**config.mk**
```make
export PLATFORM = sky130hd
export DESIGN_NAME = main_ctr_fsm_flat
export DESIGN_NICKNAME = d
export VERILOG_FILES = /design/src/rtl/main_ctr_fsm_if.sv /design/src/rtl/main_ctr_fsm.sv /design/src/flat_wrapper.sv
export SDC_FILE = /design/constraint.sdc
export NUM_CORES = 1
export LEC_CHECK = 0
export ABC_AREA = 1
export BUFFER_PORTS_ARGS = -buffer_cell sky130_fd_sc_hd__buf_2
export CAP_MARGIN = 25
export CORE_MARGIN = 5
export CORE_UTILIZATION = 40
export CTS_CLUSTER_SIZE = 30
export DETAILED_ROUTE_END_ITERATION = 7
export GPL_TIMING_DRIVEN = 0
export PLACE_DENSITY = 0.62
export SKIP_LAST_GASP = 1
export SLEW_MARGIN = 20
export SYNTH_ARGS = -nofsm -noshare
export SYNTH_HDL_FRONTEND = slang
export SYNTH_SLANG_ARGS = --single-unit
export TNS_END_PERCENT = 100
```
**constraint.sdc**
```tcl
create_clock -name clk -period 4.4 [get_ports clk]
set_input_delay 0 -clock clk [delete_from_list [all_inputs] [get_ports clk]]
set_output_delay 0 -clock clk [all_outputs]
set_load 0.1 [all_outputs]
```
**src/rtl/main_ctr_fsm_if.sv**
```systemverilog
// Purpose: control/memory bundle between the main control FSM and the datapath/memory side.
// Latency: none, wires only.
// Backpressure: mem_req is held until mem_ack. The FSM stalls in FETCH/MEM until the ack or a timeout.
interface main_ctr_fsm_if #(
    parameter int CNT_W = 16
);
    logic [4:0]       opcode;
    logic             mem_ack;
    logic [2:0]       alu_op;
    logic             alu_src_b;
    logic             reg_dst;
    logic             reg_write;
    logic             mem_to_reg;
    logic             mem_req;
    logic             mem_we;
    logic             ir_write;
    logic             pc_write;
    logic             pc_write_cond;
    logic             branch_ne;
    logic             illegal;
    logic             bus_err;
    logic [CNT_W-1:0] retired;

    // FSM side: consumes the IR opcode and the memory ack, drives every strobe.
    modport master (
        input  opcode, mem_ack,
        output alu_op, alu_src_b, reg_dst, reg_write, mem_to_reg,
               mem_req, mem_we, ir_write, pc_write, pc_write_cond,
               branch_ne, illegal, bus_err, retired
    );

    // Datapath/memory side: the mirror image.
    modport slave (
        output opcode, mem_ack,
        input  alu_op, alu_src_b, reg_dst, reg_write, mem_to_reg,
               mem_req, mem_we, ir_write, pc_write, pc_write_cond,
               branch_ne, illegal, bus_err, retired
    );
endinterface

```
**src/rtl/main_ctr_fsm.sv**
```systemverilog
// Purpose: multi-cycle main control FSM: FETCH/DECODE/EXEC/MEM/WB sequencing, ALUop and datapath strobes.
// Latency: minimum CPI is J=2, BEQ/BNE=3, R/I-type=4, SW=4, LW=5 when mem_ack arrives in the first request cycle.
// Backpressure: waits in FETCH/MEM for mem_ack. After TIMEOUT unacked cycles it flags bus_err and refetches.
module main_ctr_fsm #(
    parameter int TIMEOUT = 16,
    parameter int CNT_W   = 16
) (
    input  logic           clk,
    input  logic           rst_n,
    main_ctr_fsm_if.master bus
);
    localparam logic [2:0] S_FETCH  = 3'd0;
    localparam logic [2:0] S_DECODE = 3'd1;
    localparam logic [2:0] S_EXEC   = 3'd2;
    localparam logic [2:0] S_MEM    = 3'd3;
    localparam logic [2:0] S_WB     = 3'd4;

    // ALUop codes are the low three opcode bits for opcodes 0..7.
    localparam logic [2:0] AOP_R   = 3'b000;
    localparam logic [2:0] AOP_LW  = 3'b100;
    localparam logic [2:0] AOP_SW  = 3'b101;
    localparam logic [2:0] AOP_BEQ = 3'b110;
    localparam logic [2:0] AOP_BNE = 3'b111;
    localparam logic [4:0] OP_J    = 5'b01000;

    localparam int              TMR_W    = $clog2(TIMEOUT + 1);
    localparam logic [TMR_W-1:0] TMR_LAST = TMR_W'(TIMEOUT - 1);

    logic [2:0]       state_q, state_d;
    logic [2:0]       alu_op_q;
    logic             req_q;
    logic [TMR_W-1:0] timer_q;
    logic             illegal_q;
    logic             bus_err_q;
    logic [CNT_W-1:0] retired_q;

    logic ack_ok;
    logic wait_cyc;
    logic timeout;
    logic op_alu;
    logic op_j;
    logic is_r, is_lw, is_sw, is_beq, is_bne, is_branch, is_ldst;
    logic retire;
    logic set_illegal;

    // A mem_ack only counts while a request is outstanding.
    assign ack_ok   = req_q & bus.mem_ack;
    assign wait_cyc = req_q & ~bus.mem_ack;
    assign timeout  = wait_cyc && (timer_q == TMR_LAST);

    // Opcode decoding for DECODE. Opcodes 0..7 carry an ALUop. J has none. The rest are undefined.
    assign op_alu = (bus.opcode[4:3] == 2'b00);
    assign op_j   = (bus.opcode == OP_J);

    // EXEC/MEM/WB steer from the ALUop latched in DECODE.
    // This keeps their strobes independent of the live IR.
    assign is_r      = (alu_op_q == AOP_R);
    assign is_lw     = (alu_op_q == AOP_LW);
    assign is_sw     = (alu_op_q == AOP_SW);
    assign is_beq    = (alu_op_q == AOP_BEQ);
    assign is_bne    = (alu_op_q == AOP_BNE);
    assign is_branch = is_beq | is_bne;
    assign is_ldst   = is_lw | is_sw;

    // Next-state selection plus the retire / illegal events of this cycle.
    always_comb begin
        state_d     = state_q;
        retire      = 1'b0;
        set_illegal = 1'b0;
        case (state_q)
            S_FETCH: begin
                if (ack_ok) begin
                    state_d = S_DECODE;
                end
            end
            S_DECODE: begin
                if (op_j) begin
                    state_d = S_FETCH;
                    retire  = 1'b1;
                end else if (!op_alu) begin
                    state_d     = S_FETCH;
                    set_illegal = 1'b1;
                end else begin
                    state_d = S_EXEC;
                end
            end
            S_EXEC: begin
                if (is_branch) begin
                    state_d = S_FETCH;
                    retire  = 1'b1;
                end else if (is_ldst) begin
                    state_d = S_MEM;
                end else begin
                    state_d = S_WB;
                end
            end
            S_MEM: begin
                if (timeout) begin
                    state_d = S_FETCH;
                end else if (ack_ok) begin
                    if (is_sw) begin
                        state_d = S_FETCH;
                        retire  = 1'b1;
                    end else begin
                        state_d = S_WB;
                    end
                end
            end
            S_WB: begin
                state_d = S_FETCH;
                retire  = 1'b1;
            end
            default: state_d = S_FETCH;
        endcase
    end

    // State register. Reset lands in FETCH with no request outstanding.
    always_ff @(posedge clk or negedge rst_n) begin
        if (!rst_n) begin
            state_q <= S_FETCH;
        end else begin
            state_q <= state_d;
        end
    end

    // The request flop rises on entry to FETCH/MEM.
    // It falls for one cycle after an ack or a timeout.
    // This gives a fresh request edge after a refetch, and after reset release.
    always_ff @(posedge clk or negedge rst_n) begin
        if (!rst_n) begin
            req_q <= 1'b0;
        end else begin
            req_q <= ((state_d == S_FETCH) || (state_d == S_MEM)) && !ack_ok && !timeout;
        end
    end

    // Ack timer: counts unacked request cycles. It clears whenever no wait is in progress.
    always_ff @(posedge clk or negedge rst_n) begin
        if (!rst_n) begin
            timer_q <= '0;
        end else if (wait_cyc && !timeout) begin
            timer_q <= timer_q + 1'b1;
        end else begin
            timer_q <= '0;
        end
    end

    // ALUop latch: loaded in DECODE for opcodes that carry one. J and undefined opcodes hold it.
    always_ff @(posedge clk or negedge rst_n) begin
        if (!rst_n) begin
            alu_op_q <= 3'b000;
        end else if ((state_q == S_DECODE) && op_alu) begin
            alu_op_q <= bus.opcode[2:0];
        end
    end

    // Sticky error flags. Only reset clears them.
    always_ff @(posedge clk or negedge rst_n) begin
        if (!rst_n) begin
            illegal_q <= 1'b0;
            bus_err_q <= 1'b0;
        end else begin
            if (set_illegal) illegal_q <= 1'b1;
            if (timeout)     bus_err_q <= 1'b1;
        end
    end

    // Retired-instruction counter. It wraps naturally at 2^CNT_W.
    always_ff @(posedge clk or negedge rst_n) begin
        if (!rst_n) begin
            retired_q <= '0;
        end else if (retire) begin
            retired_q <= retired_q + 1'b1;
        end
    end

    assign bus.alu_op        = alu_op_q;
    assign bus.alu_src_b     = (state_q == S_EXEC) && !(is_r || is_branch);
    assign bus.reg_dst       = (state_q == S_WB) && is_r;
    assign bus.reg_write     = (state_q == S_WB);
    assign bus.mem_to_reg    = (state_q == S_WB) && is_lw;
    assign bus.mem_req       = req_q;
    assign bus.mem_we        = req_q && (state_q == S_MEM) && is_sw;
    assign bus.ir_write      = (state_q == S_FETCH) && ack_ok;
    assign bus.pc_write      = ((state_q == S_FETCH) && ack_ok) || ((state_q == S_DECODE) && op_j);
    assign bus.pc_write_cond = (state_q == S_EXEC) && is_branch;
    assign bus.branch_ne     = (state_q == S_EXEC) && is_bne;
    assign bus.illegal       = illegal_q;
    assign bus.bus_err       = bus_err_q;
    assign bus.retired       = retired_q;
endmodule
```
**src/flat_wrapper.sv**
```systemverilog
// flat-port wrapper written by rule: the top's interface ports become plain ports
module main_ctr_fsm_flat 
#(
    parameter int TIMEOUT = 16,
    parameter int CNT_W   = 16
)
  (clk, rst_n, bus_opcode, bus_mem_ack, bus_alu_op, bus_alu_src_b, bus_reg_dst, bus_reg_write, bus_mem_to_reg, bus_mem_req, bus_mem_we, bus_ir_write, bus_pc_write, bus_pc_write_cond, bus_branch_ne, bus_illegal, bus_bus_err, bus_retired);
  main_ctr_fsm_if #(.CNT_W(CNT_W)) bus_i ();
  input  logic clk;
  input  logic rst_n;
  input wire logic [$bits(bus_i.opcode)-1:0] bus_opcode;
  input wire logic [$bits(bus_i.mem_ack)-1:0] bus_mem_ack;
  output wire logic [$bits(bus_i.alu_op)-1:0] bus_alu_op;
  output wire logic [$bits(bus_i.alu_src_b)-1:0] bus_alu_src_b;
  output wire logic [$bits(bus_i.reg_dst)-1:0] bus_reg_dst;
  output wire logic [$bits(bus_i.reg_write)-1:0] bus_reg_write;
  output wire logic [$bits(bus_i.mem_to_reg)-1:0] bus_mem_to_reg;
  output wire logic [$bits(bus_i.mem_req)-1:0] bus_mem_req;
  output wire logic [$bits(bus_i.mem_we)-1:0] bus_mem_we;
  output wire logic [$bits(bus_i.ir_write)-1:0] bus_ir_write;
  output wire logic [$bits(bus_i.pc_write)-1:0] bus_pc_write;
  output wire logic [$bits(bus_i.pc_write_cond)-1:0] bus_pc_write_cond;
  output wire logic [$bits(bus_i.branch_ne)-1:0] bus_branch_ne;
  output wire logic [$bits(bus_i.illegal)-1:0] bus_illegal;
  output wire logic [$bits(bus_i.bus_err)-1:0] bus_bus_err;
  output wire logic [$bits(bus_i.retired)-1:0] bus_retired;
  assign bus_i.opcode = bus_opcode;
  assign bus_i.mem_ack = bus_mem_ack;
  assign bus_alu_op = bus_i.alu_op;
  assign bus_alu_src_b = bus_i.alu_src_b;
  assign bus_reg_dst = bus_i.reg_dst;
  assign bus_reg_write = bus_i.reg_write;
  assign bus_mem_to_reg = bus_i.mem_to_reg;
  assign bus_mem_req = bus_i.mem_req;
  assign bus_mem_we = bus_i.mem_we;
  assign bus_ir_write = bus_i.ir_write;
  assign bus_pc_write = bus_i.pc_write;
  assign bus_pc_write_cond = bus_i.pc_write_cond;
  assign bus_branch_ne = bus_i.branch_ne;
  assign bus_illegal = bus_i.illegal;
  assign bus_bus_err = bus_i.bus_err;
  assign bus_retired = bus_i.retired;
  main_ctr_fsm #(.TIMEOUT(TIMEOUT), .CNT_W(CNT_W)) u_core (.clk(clk), .rst_n(rst_n), .bus(bus_i));
endmodule
```
Word level (Yosys, flattened, before mapping). Cells that the tools add are included.

Add/sub/neg operators: 2. Muxes and demuxes: 19. Equality and inequality tests: 11. Reductions and logical operators: 24. Bitwise operators: 5.

Operator list (count): 3-bit 2-to-1 mux (7); 16-bit by 1-bit adder with 16-bit output, second input constant (1); 3-bit equality test, second input constant (5); 1-bit logical AND (14); 3-bit one-hot mux with 4 select lines (1); 5-bit by 4-bit equality test with 1-bit output, second input constant (2); 3-bit by 2-bit equality test with 1-bit output, second input constant (3); 3-bit zero test (3); 1-bit 2-to-1 mux (8); 5-bit by 1-bit adder with 5-bit output, second input constant (1); 5-bit 2-to-1 mux (1); 1-bit one-hot mux with 4 select lines (1); 3-bit by 1-bit equality test with 1-bit output, second input constant (1); 1-bit zero test (3); 1-bit logical OR (3); 1-bit AND (2); 2-bit zero test (1); 2-bit 2-to-1 mux (1); 1-bit bitwise OR (2); 1-bit NOT (1).

Word-level logic and storage cells: 68. Flip-flop bits (word level): 30. Input port bits: 8. Output and inout bits: 31.

Logic depth before layout (Yosys ltp).
Word-level depth: 9. Depth in mapped cells: 9. Depth with buffers taken out: 9.

Worst setup path after synthesis. OpenSTA, ideal clock, no wires.

Path type: reg2out. Start: register u_core.state_q[1]. End: output port bus_mem_to_reg. Setup slack: 0.318 ns. Data required time: 4.400 ns. Stages on the path, launching flop included: 6. Buffers on the path: 0. Data arrival time: 4.082 ns. Path through: dfrtp_1 > inv_2 > nand2_2 > nor2_4 > inv_1 > nor4_1.

Cells in the longest elaborated chain, start to end: 2.

Ends and longest elaborated chain: start, declared (line main_ctr_fsm.sv:29) `logic [2:0] state_q, state_d;`; start signal, assigned (line main_ctr_fsm.sv:122) `state_q <= state_d;`; 3-bit equality test; via bus_reg_write (line flat_wrapper.sv:16) `output wire logic [$bits(bus_i.reg_write)-1:0] bus_reg_write;`; 1-bit logical AND (line main_ctr_fsm.sv:181) `assign bus.mem_to_reg = (state_q == S_WB) && is_lw;`; end, declared (line flat_wrapper.sv:17) `output wire logic [$bits(bus_i.mem_to_reg)-1:0] bus_mem_to_reg;`.

The timed path passes the listed nets, and every way through them passes these cells.

Final worst setup path.
Start: register u_core.state_q[2]. End: output port bus_pc_write.

Cells in the longest elaborated chain, start to end: 3. Elaborated cells between the ends (all ways): 5. Those cells by class: 1 x eq/ne; 4 x reduce/logical.

Ends and longest elaborated chain: 3-bit by 1-bit equality test with 1-bit output / 3-bit zero test (equally long branches) (line main_ctr_fsm.sv:185) `assign bus.pc_write = ((state_q == S_FETCH) && ack_ok) || ((state_q == S_DECODE) && op_j);`; 1-bit logical AND (line main_ctr_fsm.sv:185); 1-bit logical OR * (line main_ctr_fsm.sv:185); end, declared (line flat_wrapper.sv:21) `output wire logic [$bits(bus_i.pc_write)-1:0] bus_pc_write;`.

Every way passes the cells marked *; elsewhere a longest branch is shown, timed or not.

==> results.sh <==
export IMPL_path_clk_slew_ns=0.07
export IMPL_wl_um=4300
export IMPL_areaGrowthSynthToFinish_pct=24.5
export IMPL_fin_crit_sh=0.454
export IMPL_tns_ns=0
export IMPL_drtPass1Iterations=4
export IMPL_start_util=0.411
export IMPL_overflow=0
export IMPL_cp_required_ns=4.40
export IMPL_rsz0062_at_grt="false"
export IMPL_max_stage_delay_ns=0.42
export IMPL_ys_warn_count=0
export IMPL_coreArea_um2=4350
export IMPL_dpl_hpwl_um=3140
export IMPL_n_fill_cell=427
export IMPL_postCtsSetupBuffers=0
export IMPL_wl_per_cell_um=12.9
export IMPL_drtIter0Drc=73
export IMPL_io_pins=39
export IMPL_crit_path_top_delay_cell="buf_2"
export IMPL_synth_cell_types=29
export IMPL_power_density_nw_per_um2=571
export IMPL_drv_slew=0
export IMPL_arrival_ns=2.00
export IMPL_vias_per_cell=4.96
export IMPL_start_kind="register"
export IMPL_die_w_um=76.9
export IMPL_cts_resized=0
export IMPL_drv_cap=0
export IMPL_worstMarginPinSlew_ns=0.699
export IMPL_fin_crit_ns=2.00
export IMPL_crit_fanout=10
export IMPL_outcome="finished clean"
export IMPL_postCtsHoldBufs=4
export IMPL_n_antenna_cell=0
export IMPL_die_h_um=76.9
export IMPL_synthCells=232
export IMPL_clock_path_buffers=2
export IMPL_gp_congestion=0.771
export IMPL_ys_ff_latch=30
export IMPL_relSlewSlack=0.534
export IMPL_ant_nets=0
export IMPL_min_path_type="input pin to register"
export IMPL_grtUsageTotal=0.156
export IMPL_avgSynthCellArea_um2=7.71
export IMPL_synth_nets=243
export IMPL_die_area_um2=5910
export IMPL_timing_hold_violations_final=0
export IMPL_clock_skew_final_ns=0.00945
export IMPL_cts_root_buf="clkbuf_8"
export IMPL_rows=24
export IMPL_whs_path_depth=4
export IMPL_nets=292
export IMPL_p_leak_nw=1.17
export IMPL_setup_worst_path_class="register to primary output"
export IMPL_final_util=0.511
export IMPL_cts_tree="done"
export IMPL_crit_chain="inv_2 > nand2_2 > nor2_2 > nand2_2 > buf_2 > nand2_1 > buf_2"
export IMPL_drive_gt1_frac=0.227
export IMPL_cts_sinks=30
export IMPL_grt_max_degree=31
export IMPL_dr_total_vias=1656
export IMPL_grt_pass1_vias=1605
export IMPL_clk_latency_ns=0.29
export IMPL_max_freq_mhz=500
export IMPL_cts_buffers=5
export IMPL_grt_first_pass_wirelength_um=7420
export IMPL_grt_antenna_before_repair=0
export IMPL_netlist_area_um2=1790
export IMPL_ys_seq_area_frac=0.420
export IMPL_route_detailed_drc=0
export IMPL_port_buffers=38
export IMPL_setup_viol=0
export IMPL_end_kind="primary output"
export IMPL_h_tree_depth=2
export IMPL_reg2reg_depth=7
export IMPL_peakVddDrop_mv=0.579
==> cell families after synthesis <==
kind of cell	count (synthesis)	share of synthesized area
XOR/XNOR	7	0.0343
flip-flops	30	0.420
AO/OA/AOI/OAI	12	0.0406
buffers and inverters	29	0.0700
adder cells (fa/ha/maj)	3	0.0210
AND/OR/NAND/NOR	151	0.414
==> cells in the final DEF, fill, tap and decap left out <==
| master | synthesis | layout |
|---|---|---|
| nand2_1 | 74 | 74 |
| buf_2 | 1 | 39 |
| dfrtp_1 | 30 | 30 |
| nor2_1 | 26 | 26 |
| inv_1 | 22 | 22 |
| nand4_1 | 20 | 20 |
| nand3_1 | 13 | 13 |
| o21ai_0 | 6 | 6 |
| clkbuf_8 | 0 | 6 |
| xnor2_1 | 4 | 4 |
| dlygate4sd3_1 | 0 | 4 |
| inv_2 | 3 | 3 |
| nand2_2 | 3 | 3 |
| nor2_4 | 3 | 3 |
| nor3b_1 | 3 | 3 |
| xor2_1 | 3 | 3 |
| ha_1 | 3 | 3 |
| o311ai_0 | 2 | 2 |
| nand3b_1 | 2 | 2 |
| a21oi_1 | 2 | 2 |
| buf_4 | 2 | 2 |
| bufinv_16 | 0 | 2 |
| nand3_2 | 1 | 1 |
| nor2_2 | 1 | 1 |
| o21a_1 | 1 | 1 |
| nor3_1 | 1 | 1 |
| nor4_1 | 1 | 1 |
| nor2_8 | 1 | 1 |
| nand3b_4 | 1 | 1 |
| nand3_4 | 1 | 1 |
| buf_6 | 1 | 1 |
| o21bai_1 | 1 | 1 |
==> path summary, 6_finish.rpt <==
path,slack (ns),from,to
min in group asynchronous,0.31,rst_n,u_core.bus.alu_op[2]
setup reg to reg,2.89,u_core.state_q[2],u_core.bus.retired[1]
hold reg to reg,0.46,u_core.bus.bus_err,u_core.bus.bus_err
max in group asynchronous,3.63,rst_n,u_core.bus.retired[13]
hold / removal,0.01,bus_opcode[4],u_core.bus.alu_op[0]
setup / recovery,2.40,u_core.state_q[2],bus_pc_write
==> registers in the layout (all words and copies together) (netlist names) <==
register,cells
u_core.bus.retired,16
u_core.timer_q,5
u_core.bus.alu_op,3
u_core.state_q,3
u_core.bus.bus_err,1
u_core.bus.illegal,1
u_core.bus.mem_req,1
==> Yosys cell counts, drive strengths merged <==
| master | number | area [um^2] |
|---|---|---|
| a21oi | 2 | 10.0 |
| buf | 4 | 31.3 |
| dfrtp | 30 | 751 |
| ha | 3 | 37.5 |
| inv | 25 | 93.8 |
| nand2 | 77 | 297 |
| nand3 | 15 | 92.6 |
| nand3b | 3 | 35.0 |
| nand4 | 20 | 125 |
| nor2 | 31 | 158 |
| nor3 | 1 | 5.00 |
| nor3b | 3 | 22.5 |
| nor4 | 1 | 6.26 |
| o21a | 1 | 7.51 |
| o21ai | 6 | 30.0 |
| o21bai | 1 | 7.51 |
| o311ai | 2 | 17.5 |
| xnor2 | 4 | 35.0 |
| xor2 | 3 | 26.3 |
==> critical path: cells and delay by family, from the launching register on <==
kind | cells | cell delay, ns
DFF | 1 | 0.37
and+or+nand+nor | 4 | 0.56
buffers and inverters | 3 | 0.77
==> cell type report <==
type | count | area [um^2] | share of cell area
Clock buffer | 6 | 82.6 | 0.0371
Clock inverter | 2 | 60.1 | 0.0270
Multi-Input combinational cell | 173 | 912 | 0.410
Timing Repair Buffer | 42 | 230 | 0.103
Sequential cell | 30 | 751 | 0.337
Inverter | 25 | 93.8 | 0.0422
Buffer | 4 | 31.3 | 0.0141
Tap cell | 52 | 65.1 | 0.0292
==> metrics by stage <==
step	total power, mW	std cells	setup slack, ns	cell area (um^2)	hold slack (ns)
2_1_floorplan	0.827	232	0.318	1790	-0.296
3_3_place_gp	0.919	322	2.75	2040	0.0891
3_5_place_dp	0.925	322	2.72	2040	0.0934
4_1_cts	1.28	334	2.40	2230	0.00868
5_1_grt	1.33	334	2.28	2230	0.0117
6_report	1.27	334	2.40	2230	0.0128
==> layer usage <==
layer / global-route usage / share of wire
met1: 0.194 / 0.49
met2: 0.256 / 0.46
met3: 0.0375 / 0.031
met4: 0.0647 / 0.018
met5: 0 / 0
==> power by group <==
group	internal [mW]	switching [mW]
registers	0.318	0.0530
logic	0.0985	0.450
clock network	0.242	0.109
total	0.658	0.612
Power figures use the tool's default switching activity.
